<file path="config.mk">
export PLATFORM = sky130hd
export DESIGN_NAME = seq_compare_unit
export DESIGN_NICKNAME = d
export VERILOG_FILES = /design/src/rtl/seq_compare_pkg.sv /design/src/rtl/cmp_digit.sv /design/src/rtl/seq_compare_unit.sv
export SDC_FILE = /design/constraint.sdc
export NUM_CORES = 1
export LEC_CHECK = 0
export ABC_CLOCK_PERIOD_IN_PS = 3770
export CAP_MARGIN = 10
export CORE_ASPECT_RATIO = 0.6
export CORE_MARGIN = 1.5
export CORE_UTILIZATION = 45
export CTS_BUF_LIST = sky130_fd_sc_hd__clkbuf_4 sky130_fd_sc_hd__clkbuf_8
export CTS_CLUSTER_DIAMETER = 60
export DETAILED_ROUTE_END_ITERATION = 8
export PLACE_DENSITY_LB_ADDON = 0.2
export SYNTH_ARGS = -nofsm -noshare
export SYNTH_HDL_FRONTEND = slang
export SYNTH_SLANG_ARGS = --single-unit
</file>
<file path="constraint.sdc">
create_clock -name clk -period 3.77 [get_ports clk]
set_input_delay 0.5655 -clock clk [delete_from_list [all_inputs] [get_ports clk]]
set_output_delay 0.5655 -clock clk [all_outputs]
set_load 0.01 [all_outputs]
</file>
<file path="src/rtl/seq_compare_pkg.sv">
// Shared definitions for the sequential magnitude comparator: FSM encoding,
// default operand width and the digit-counter width helper.
package seq_compare_pkg;

  localparam int WIDTH_DEFAULT = 32;

  typedef enum logic [1:0] {
    IDLE = 2'd0,
    SCAN = 2'd1,
    DONE = 2'd2
  } state_e;

  // Counter width for ndig scan steps; never narrower than one bit.
  function automatic int cnt_width(input int ndig);
    int w;
    if (ndig <= 2) begin
      w = 1;
    end else begin
      w = $clog2(ndig);
    end
    return w;
  endfunction

endpackage

</file>
<file path="src/rtl/cmp_digit.sv">
// Combinational DIGIT-bit comparator; msb_flip inverts the digit MSB so an
// unsigned compare of the top digit yields two's-complement order.
module cmp_digit #(
  parameter int DIGIT = 1
) (
  input  logic [DIGIT-1:0] da,
  input  logic [DIGIT-1:0] db,
  input  logic             msb_flip,
  output logic             diff,
  output logic             a_lt_b
);

  logic [DIGIT-1:0] flip_s;
  logic [DIGIT-1:0] da_s;
  logic [DIGIT-1:0] db_s;

  // Offset-binary conversion of the digits followed by the plain compare.
  always_comb begin
    flip_s            = '0;
    flip_s[DIGIT-1]   = msb_flip;
    da_s              = da ^ flip_s;
    db_s              = db ^ flip_s;
    diff              = (da_s != db_s);
    a_lt_b            = (da_s < db_s);
  end

endmodule

</file>
<file path="src/rtl/seq_compare_unit.sv">
// Multi-cycle signed/unsigned comparator scanning operands MSB-first one digit
// per cycle. Optional early exit on first differing digit: SEQ_COMPARE_EARLY_EXIT_EN.
module seq_compare_unit
  import seq_compare_pkg::*;
#(
  parameter int WIDTH = WIDTH_DEFAULT,
  parameter int DIGIT = 1
) (
  input  logic             clk,
  input  logic             rst_n,
  input  logic             in_valid,
  output logic             in_ready,
  input  logic [WIDTH-1:0] a,
  input  logic [WIDTH-1:0] b,
  input  logic             signed_mode,
  output logic             out_valid,
  input  logic             out_ready,
  output logic             lt,
  output logic             eq,
  output logic             lte
);

  localparam int NDIG = WIDTH / DIGIT;
  localparam int CW   = cnt_width(NDIG);
  localparam logic [CW-1:0] LAST_CNT = CW'(NDIG - 1);

  state_e           state_r;
  logic [WIDTH-1:0] a_r;
  logic [WIDTH-1:0] b_r;
  logic             signed_r;
  logic             decided_r;
  logic             lt_acc_r;
  logic [CW-1:0]    cnt_r;

  logic             msb_flip_s;
  logic             diff_s;
  logic             a_lt_b_s;
  logic             decided_nx_s;
  logic             lt_nx_s;
  logic             finish_s;

  // Operands shift left each step, so the current digit is always on top.
  cmp_digit #(.DIGIT(DIGIT)) u_cmp_digit (
    .da       (a_r[WIDTH-1 -: DIGIT]),
    .db       (b_r[WIDTH-1 -: DIGIT]),
    .msb_flip (msb_flip_s),
    .diff     (diff_s),
    .a_lt_b   (a_lt_b_s)
  );

  // Next-step decision state and scan termination.
  always_comb begin
    msb_flip_s   = signed_r & (cnt_r == '0);
    decided_nx_s = decided_r | diff_s;
    if (decided_r) begin
      lt_nx_s = lt_acc_r;
    end else if (diff_s) begin
      lt_nx_s = a_lt_b_s;
    end else begin
      lt_nx_s = 1'b0;
    end
`ifdef SEQ_COMPARE_EARLY_EXIT_EN
    finish_s = (cnt_r == LAST_CNT) | (~decided_r & diff_s);
`else
    finish_s = (cnt_r == LAST_CNT);
`endif
  end

  // Control FSM with registered handshake and result outputs.
  always_ff @(posedge clk or negedge rst_n) begin
    if (!rst_n) begin
      state_r   <= IDLE;
      a_r       <= '0;
      b_r       <= '0;
      signed_r  <= 1'b0;
      decided_r <= 1'b0;
      lt_acc_r  <= 1'b0;
      cnt_r     <= '0;
      in_ready  <= 1'b1;
      out_valid <= 1'b0;
      lt        <= 1'b0;
      eq        <= 1'b0;
      lte       <= 1'b0;
    end else begin
      case (state_r)
        IDLE: begin
          if (in_valid && in_ready) begin
            a_r       <= a;
            b_r       <= b;
            signed_r  <= signed_mode;
            decided_r <= 1'b0;
            lt_acc_r  <= 1'b0;
            cnt_r     <= '0;
            in_ready  <= 1'b0;
            state_r   <= SCAN;
          end else begin
            in_ready  <= 1'b1;
          end
        end
        SCAN: begin
          a_r       <= a_r << DIGIT;
          b_r       <= b_r << DIGIT;
          cnt_r     <= cnt_r + CW'(1);
          decided_r <= decided_nx_s;
          lt_acc_r  <= lt_nx_s;
          if (finish_s) begin
            out_valid <= 1'b1;
            lt        <= lt_nx_s;
            eq        <= ~decided_nx_s;
            lte       <= lt_nx_s | ~decided_nx_s;
            state_r   <= DONE;
          end else begin
            state_r   <= SCAN;
          end
        end
        DONE: begin
          // Release the result only on the consumer handshake; re-accept a cycle later.
          if (out_ready) begin
            out_valid <= 1'b0;
            lt        <= 1'b0;
            eq        <= 1'b0;
            lte       <= 1'b0;
            in_ready  <= 1'b1;
            state_r   <= IDLE;
          end else begin
            state_r   <= DONE;
          end
        end
        default: begin
          state_r   <= IDLE;
          in_ready  <= 1'b1;
          out_valid <= 1'b0;
        end
      endcase
    end
  end

endmodule
</file>
==> impl_metrics.toml, run 1 <==
[setup_path]
cp_data_required_time_ns = 3.20
crit_fanout = 6
path_delay_family = "flip-flops"
r2r_slack_ns = 1.73
cp-start-kind = "flip-flop"
cp-end-kind = "primary output"
cp_cell_sequence = "clkdlybuf4s50_1"
arrival_ns = 1.50
cp.buffers_inverters = 1
slowest_delay_ns = 0.60
critPathSlowestCell = "dfstp_2"
setup.worst_path.class = "flip-flop to primary output"

[detailed_routing]
ant_nets = 0
drt_wl_total_mm = 7.37
viasPerCell = 5.14
routed-via-count = 2741
first_pass_iters = 4
wl_per_cell_um = 13.8
drt_iter0_drc = 208
route.detailed.drc = 0

[place]
gp_congestion = 0.758
dp_hpwl_mm = 4.63
placedInstanceArea_um2 = 4160
pre_cts_ws_ns = 1.55
dp.cells = 518
port_buffers = 73

[yosys]
synth-async-reset-ratio_pct = 100
yosysSeqAreaShare_pct = 58.0
synth_top_area_share_pct = 57.3
synth.distinct_cells = 29
synth_warnings = 0
synthTopCellsByCount = "132 x nor2_1, 78 x dfrtp_1, 64 x o22ai_1, 19 x nand2_1, 18 x buf_2"
synth_fp_nets = 436
synth-seq-cells = 79
synth_edf_count = 0
netlist_area_um2 = 3410
synth_area_leader_cell = "dfrtp_1"
synthCells = 364
syn_avg_cell_area_um2 = 9.36
synth.most_common_cell = "nor2_1"
synth-main-ff-cell = "dfrtp_1"
synth_area_leaders = "dfrtp_1 57%, nor2_1 15%, o22ai_1 12%, buf_2 2.6%, nand2_1 2.1%"

[pwr]
irDropWorstVdd_v = 0.000267
seq_power_share_pct = 42.8
power_leakage_nw = 1.85
comb_power_share_pct = 37.8
p_sw_share_pct = 36.2
powerDensity_nw_per_um2 = 809
power.switching_mw = 1.28
clkPwrFrac_pct = 19.4
power.internal_mw = 2.26

[final_layout]
fillers = 649
diodes = 0
fin_area_um2 = 4370
syn_to_final_growth_pct = 28.3
layout.nets = 497
drive_gt1_share_pct = 6.29
stdcell_count = 533

[grt]
use_met1_pct = 28.4
overflow = 0
met2_usage_pct = 29.5
grt_max_degree = 80
grt_pass1_wl_mm = 12.7
grt_pass1_vias = 2706
globalRoute.busiestLayer = "met2"
antenna_found_initial = 0
met3_usage_pct = 7.64
grtUsageTotal_pct = 19.9

[hold_path]
min_path_type = "input pin to async pin"

[cts]
clk-insertion-delay-late_ns = 0.35
hold_buffers = 0
tritoncts = "yes"
clockBufferDepth = 2
cts_max_level = 3
clock_sinks = 79
cts_setup_buffers = 0
clk_pin_slew_ns = 0.08
cts_buffers = 9
root_buffer = "clkbuf_8"
ctsResizeCount = 0

[timing]
setup_viol = 0
period_needed_ns = 2.07
fin_crit_sh_pct = 54.8
final-max-slew-violation-count = 0
setup_slack_ns = 1.70
hold_viol = 0
relSlewSlack_pct = 34.3
fin_tns_setup_ns = 0
worstMarginPinSlew_ns = 0.986
fmax_ghz = 0.484
rsz0062_at_grt = "false"
finClkSkew_ns = 0.00810

[floorplanning]
die_h_um = 70.4
fp.coreArea_um2 = 7300
dieArea_um2 = 8120
ios = 74
die_x_um = 115
start_util_pct = 46.7
rows = 24

[outcome]
status = "complete, no violations"

[job]
drv_cap = 0
## cells by family (layout without fill, tap and decap cells)
family                   count (synthesis)  in the layout  share of synthesized area, %
buffers and inverters                   28             93                          4.52
adder cells (fa/ha/maj)                  3              3                          1.10
AO/OA/AOI/OAI                           83             83                          15.2
flip-flops                              79             79                          58.0
AND/OR/NAND/NOR                        171            171                          21.1
## layout make-up
cell class	count	area, um^2	share of cell area (%)
clock inverters	4	70.1	1.60
flip-flops and latches	79	1980	45.2
repair buffers	75	743	17.0
multi-input cells	257	1290	29.6
clock buffers	11	145	3.32
inverters	3	11.3	0.258
well taps	104	130	2.98
## power by group through the flow
| stage | Clock, mW | Sequential [mW] | Combinational [mW] |
|---|---|---|---|
| after floorplan | 0 | 1.46 | 1.09 |
| after global placement | 0 | 1.51 | 1.30 |
| after detailed placement | 0 | 1.52 | 1.35 |
| after CTS | 0.703 | 1.51 | 1.35 |
| after global routing | 0.743 | 1.57 | 1.53 |
| final | 0.686 | 1.51 | 1.34 |
## placed cells by master, fill, tap and decap left out, types with 2 or more instances in the layout
cell type	synthesis	routed
buf_4	7	3
dfrtp_1	78	78
nor3_1	2	2
nor2b_1	3	3
inv_1	3	3
o22ai_1	64	64
ha_1	3	3
nor2_1	132	132
clkbuf_8	0	10
o21ai_0	5	5
clkinv_2	0	2
nand3_1	6	6
nand2_1	19	19
clkdlybuf4s50_1	0	72
o21ai_1	3	3
bufinv_16	0	2
a21oi_1	5	5
## metrics by stage
| stage | power, mW | util (%) | hold WS (ns) |
|---|---|---|---|
| 3_3_place_gp | 2.81 | 57.0 | 0.476 |
| 3_5_place_dp | 2.87 | 57.0 | 0.487 |
| 5_1_grt | 3.85 | 59.9 | 0.458 |
| 4_1_cts | 3.56 | 59.9 | 0.411 |
| 2_1_floorplan | 2.55 | - | 0.270 |
| 6_report | 3.54 | 59.9 | 0.369 |
## flip-flops by register name (all words and copies together), names as in the netlist
name,flops
signed_r,1
decided_r,1
lt_acc_r,1
in_ready,1
eq,1
a_r,32
lt,1
cnt_r,5
state_r,2
out_valid,1
lte,1
b_r,32
## metal layers
layer | vias up | part of all wire [%]
met4 | 0 | 0.61
met3 | 7 | 6.7
li1 | 1369 | -
met1 | 1291 | 51
met2 | 74 | 42
met5 | - | 0
## worst paths after layout
kind	end	cells after the start	start
setup / recovery	in_ready	1	in_ready$_DFFE_PN1P_
hold / removal	out_valid$_DFFE_PN0P_	1	rst_n
setup reg to reg	b_r[5]$_DFFE_PN0P_	4	state_r[1]$_DFFE_PN0P_
hold reg to reg	a_r[5]$_DFFE_PN0P_	2	a_r[5]$_DFFE_PN0P_
max in group asynchronous	b_r[6]$_DFFE_PN0P_	1	rst_n
min in group clk	a_r[5]$_DFFE_PN0P_	2	a_r[5]$_DFFE_PN0P_
No activity file was read; power rests on OpenSTA's default activity.
==> inputs of run 2 (changes only) <==
--- a/config.mk
+++ b/config.mk
@@ -5,7 +5,7 @@
 export SDC_FILE = /design/constraint.sdc
 export NUM_CORES = 1
 export LEC_CHECK = 0
-export ABC_CLOCK_PERIOD_IN_PS = 3770
+export ABC_CLOCK_PERIOD_IN_PS = 1850
 export CAP_MARGIN = 10
 export CORE_ASPECT_RATIO = 0.6
 export CORE_MARGIN = 1.5
==> constraint.sdc (replaced) <==
create_clock -name clk -period 1.85 [get_ports clk]
set_input_delay 0.2775 -clock clk [delete_from_list [all_inputs] [get_ports clk]]
set_output_delay 0.2775 -clock clk [all_outputs]
set_load 0.01 [all_outputs]
==> run 2 against run 1 <==
Clock-buffer cell count is 2 higher. First-iteration DRC count is 13% lower. Die area stayed put. Sequential cell count stayed put. Sequential share of layout area is 1.4 points lower. Sequential power is 100% higher. Design area is 3.2% higher. Clock power is 97% higher. Utilization is 1.9 points higher. Critical path depth stayed put. Worst hold slack better by 0.042 ns. Critical path type unchanged. Critical endpoint unchanged. Largest power group unchanged.
==> impl_metrics.toml, run 2 (same netlist as run 1, synthesis figures left out) <==
[outcome]
status = "complete, no violations"

[place]
dp_hpwl_mm = 5.42
gp_congestion = 0.766
port_buffers = 73

[detailed_routing]
routed-via-count = 2835
drt_wl_total_mm = 7.90
drt_iter0_drc = 182
ant_nets = 0
viasPerCell = 5.19
first_pass_iters = 4
wl_per_cell_um = 14.5
route.detailed.drc = 0

[setup_path]
critPathSlowestCell = "dfstp_2"
setup.worst_path.class = "flip-flop to primary output"
cp-start-kind = "flip-flop"
cp_data_required_time_ns = 1.57
r2r_start = "cnt_r[0]$_DFFE_PN0P_"
r2r-end = "lt$_DFFE_PN0P_"
reg2reg_depth = 6
cp.buffers_inverters = 1
arrival_ns = 1.50
path_delay_family = "flip-flops"
cp_cell_sequence = "clkdlybuf4s50_1"
slowest_delay_ns = 0.59
cp-end-kind = "primary output"
crit_fanout = 6
r2r_slack_ns = 0.17
crit_cells = 1

[timing]
setup_viol = 0
fin_tns_setup_ns = 0
fmax_ghz = 0.564
final-max-slew-violation-count = 0
worstMarginPinSlew_ns = 0.458
period_needed_ns = 1.77
fin_crit_sh_pct = 95.9
rsz0062_at_grt = "false"
finClkSkew_ns = 0.00445
relSlewSlack_pct = 69.5
hold_viol = 0

[pwr]
power.internal_mw = 4.75
comb_power_share_pct = 40.4
seq_power_share_pct = 41.4
p_total_mw = 7.43
clkPwrFrac_pct = 18.2
powerDensity_nw_per_um2 = 1650
irDropWorstVdd_v = 0.000662
power_leakage_nw = 1.93
power.switching_mw = 2.68
p_sw_share_pct = 36.0

[final_layout]
layout.nets = 509
drive_gt1_share_pct = 8.82
mostFrequentLayoutCell = "nor2_1"
syn_to_final_growth_pct = 32.4
reg_top3 = "a_r: 32 flops, b_r: 32 flops, cnt_r: 5 flops"
final_cell_mix = "132 x nor2_1, 78 x dfrtp_1, 72 x clkdlybuf4s50_1, 64 x o22ai_1, 19 x nand2_1"
diodes = 0

[grt]
grt_pass1_vias = 2831
grt_pass1_wl_mm = 13.4
overflow = 0
antenna_found_initial = 0
grtUsageTotal_pct = 21.6
grt_max_degree = 36

[cts]
clk_pin_slew_ns = 0.07
cts_setup_buffers = 0
clock_sinks = 79
ctsResizeCount = 0
cts_buffers = 9
clockBufferDepth = 2
hold_buffers = 1
root_buffer = "clkbuf_8"
tritoncts = "yes"
cts_max_level = 3
clk-insertion-delay-late_ns = 0.36

[floorplanning]
dieArea_um2 = 8120
die_h_um = 70.4
die_x_um = 115
rows = 24
ios = 74
fp.coreArea_um2 = 7300
start_util_pct = 46.7

[hold_path]
min_path_type = "input pin to async pin"

[job]
drv_cap = 0
[run 2: cell count changes in the layout (fill, tap and decap cells not counted)]
cell,before,now
clkbuf_8,10,12
buf_12,0,4
bufinv_16,2,1
dlygate4sd3_1,0,1
buf_4,3,10
[run 2: through the flow]
stage	utilization (%)	setup slack (ns)	cell area (um^2)	hold slack [ns]	instances
3_3_place_gp	58.8	0.224	4290	0.263	529
5_1_grt	61.8	0.0180	4510	0.443	546
6_report	61.8	0.0764	4510	0.410	546
2_1_floorplan	-	0.326	3410	-0.0181	364
3_5_place_dp	58.8	0.181	4290	0.263	529
4_1_cts	61.8	0.0530	4510	0.418	546
[run 2: power groups by stage]
stage | Clock (mW) | Sequential [mW] | Combinational (mW)
2_1_floorplan | 0 | 2.97 | 2.23
3_3_place_gp | 0 | 3.08 | 2.90
3_5_place_dp | 0 | 3.10 | 3.02
4_1_cts | 1.38 | 3.08 | 3.03
5_1_grt | 1.44 | 3.19 | 3.41
6_report | 1.35 | 3.08 | 3.00
[run 2: worst max path at each step]
stage	from	to	slack, ns
6_report	in_ready$_DFFE_PN1P_	in_ready	0.08
3_5_place_dp	cnt_r[0]$_DFFE_PN0P_	lt$_DFFE_PN0P_	0.18
4_1_cts	in_ready$_DFFE_PN1P_	in_ready	0.05
3_3_place_gp	cnt_r[0]$_DFFE_PN0P_	lt$_DFFE_PN0P_	0.22
2_1_floorplan	cnt_r[0]$_DFFE_PN0P_	lte$_DFFE_PN0P_	0.33
5_1_grt	in_ready$_DFFE_PN1P_	in_ready	0.02
[run 2: final cells by class]
cell class | count | area (um^2)
Sequential cell | 79 | 1980
Tap cell | 104 | 130
Clock buffer | 13 | 173
Clock inverter | 3 | 40.0
Multi-Input combinational cell | 257 | 1290
Fill cell | 639 | 2780
Inverter | 3 | 11.3
Timing Repair Buffer | 87 | 886
[run 2: routing by layer]
| metal | global-route usage [%] | vias up | share of wire (%) |
|---|---|---|---|
| met2 | 31.0 | 77 | 43 |
| met3 | 5.56 | 13 | 5.8 |
| li1 | - | 1406 | - |
| met4 | 7.96 | 0 | 1.6 |
| met5 | 0 | - | 0 |
| met1 | 31.5 | 1339 | 50 |
[run 2: worst reg2reg max path: stages (launching register included)]
cell      delay [ns]
dfrtp_1         0.41
ha_1            0.22
and3_2          0.19
ha_1            0.22
nor2b_1         0.23
o22ai_1         0.11
a211oi_1        0.22
==> inputs of run 3 (changes only) <==
--- a/config.mk
+++ b/config.mk
@@ -5,13 +5,13 @@
 export SDC_FILE = /design/constraint.sdc
 export NUM_CORES = 1
 export LEC_CHECK = 0
-export ABC_CLOCK_PERIOD_IN_PS = 1850
 export CAP_MARGIN = 10
 export CORE_ASPECT_RATIO = 0.6
 export CORE_MARGIN = 1.5
-export CORE_UTILIZATION = 45
+export CORE_UTILIZATION = 47
 export CTS_BUF_LIST = sky130_fd_sc_hd__clkbuf_4 sky130_fd_sc_hd__clkbuf_8
 export CTS_CLUSTER_DIAMETER = 60
+export CTS_CLUSTER_SIZE = 14
 export DETAILED_ROUTE_END_ITERATION = 8
 export PLACE_DENSITY_LB_ADDON = 0.2
 export SYNTH_ARGS = -nofsm -noshare
==> run 3 against run 2 <==
Register-to-register slack improved by 0.02 ns. Non-clock buffer count decreased by 2. Clock skew increased by 0.0053 ns. Total power about the same. Fmax decreased by 0.26%.
==> impl_metrics.toml, run 3 (same netlist as run 1, synthesis figures left out) <==
[hold_path]
min_path_type = "input pin to async pin"

[cts]
cts_setup_buffers = 0
tritoncts = "yes"
clk_pin_slew_ns = 0.07
cts_max_level = 3
root_buffer = "clkbuf_8"
clockBufferDepth = 2
hold_buffers = 1
cts_buffers = 9
ctsResizeCount = 0
clock_sinks = 79
clk-insertion-delay-late_ns = 0.36

[grt]
grt_pass1_wl_mm = 12.8
antenna_found_initial = 0
grt_max_degree = 38
overflow = 0
grt_pass1_vias = 2653
grtUsageTotal_pct = 21.7

[place]
port_buffers = 73
pre_cts_ws_ns = 0.165
gp_congestion = 0.857
dp_hpwl_mm = 5.16

[timing]
fin_tns_setup_ns = 0
final-max-slew-violation-count = 0
relSlewSlack_pct = 67.3
finClkSkew_ns = 0.00975
hold_viol = 0
worstMarginPinSlew_ns = 0.491
fmax_ghz = 0.562
setup_slack_ns = 0.0719
holdWs_ns = 0.421
period_needed_ns = 1.78
fin_crit_sh_pct = 96.1
setup_viol = 0
rsz0062_at_grt = "false"

[pwr]
powerDensity_nw_per_um2 = 1660
power_leakage_nw = 1.91
irDropWorstVdd_v = 0.000722

[setup_path]
arrival_ns = 1.50
setup.worst_path.class = "flip-flop to primary output"
slowest_delay_ns = 0.59
crit_fanout = 6
path_delay_family = "flip-flops"
cp_cell_sequence = "clkdlybuf4s50_1"
critPathSlowestCell = "dfstp_2"
cp-start-kind = "flip-flop"
cp_data_required_time_ns = 1.57
cp.buffers_inverters = 1
cp-end-kind = "primary output"

[floorplanning]
die_x_um = 113
fp.coreArea_um2 = 6850
dieArea_um2 = 7790
die_h_um = 69.0
ios = 74
rows = 23
start_util_pct = 49.8

[detailed_routing]
route.detailed.drc = 0
ant_nets = 0
wl_met3_um = 470
drt_wl_total_mm = 7.83
highest_layer = "met4"
first_pass_iters = 4
wl_met1_mm = 3.92
wl_per_cell_um = 14.9
route.met2.wl_mm = 3.36
drt_iter0_drc = 144
viasPerCell = 5.39
routed-via-count = 2840

[final_layout]
final_cell_mix = "132 x nor2_1, 78 x dfrtp_1, 72 x clkdlybuf4s50_1, 64 x o22ai_1, 19 x nand2_1"
mostFrequentLayoutCell = "nor2_1"
drive_gt1_share_pct = 8.41
reg_top3 = "a_r: 32 flops, b_r: 32 flops, cnt_r: 5 flops"
diodes = 0
syn_to_final_growth_pct = 31.1
layout.nets = 507
fillers = 579
utilization_pct = 65.2

[job]
drv_cap = 0

[outcome]
status = "complete, no violations"
[run 3: path summary, 6_finish.rpt]
kind	startpoint	to	slack, ns	cells after the start
worst max-delay path	in_ready$_DFFE_PN1P_	in_ready	0.07	1
worst min-delay path	rst_n	eq$_DFFE_PN0P_	0.42	2
worst max register to register	cnt_r[0]$_DFFE_PN0P_	lt$_DFFE_PN0P_	0.19	6
worst min register to register	b_r[6]$_DFFE_PN0P_	b_r[6]$_DFFE_PN0P_	0.50	2
max in group asynchronous	rst_n	b_r[6]$_DFFE_PN0P_	0.87	3
min in group clk	b[0]	b_r[0]$_DFFE_PN0P_	0.46	3
[run 3: cell type report]
| class | instances | area [um^2] | share of cell area, % |
|---|---|---|---|
| tap | 87 | 109 | 2.44 |
| inverter | 3 | 11.3 | 0.252 |
| clock inverter | 4 | 70.1 | 1.57 |
| clock buffer | 12 | 146 | 3.28 |
| multi-input combinational | 257 | 1290 | 29.0 |
| timing repair buffer | 85 | 858 | 19.2 |
| sequential | 79 | 1980 | 44.3 |
[run 3: routing by layer]
metal / vias up / track usage (%)
met3: 10 / 6.91
li1: 1404 / -
met2: 83 / 33.3
met1: 1343 / 29.3
met4: 0 / 8.59
met5: - / 0
[run 3: power breakdown]
part	internal [mW]	switching [mW]	leakage, nW
combinational	1.38	1.56	0.879
sequential	2.57	0.510	0.920
clock	0.801	0.606	0.115
[run 3: metrics by stage]
step / std cells / power, mW / area, um^2
global placement: 510 / 5.91 / 4240
global route: 527 / 8.02 / 4470
finish: 527 / 7.42 / 4470
CTS: 527 / 7.48 / 4470
detailed placement: 510 / 6.05 / 4240
floorplan: 364 / 5.19 / 3410
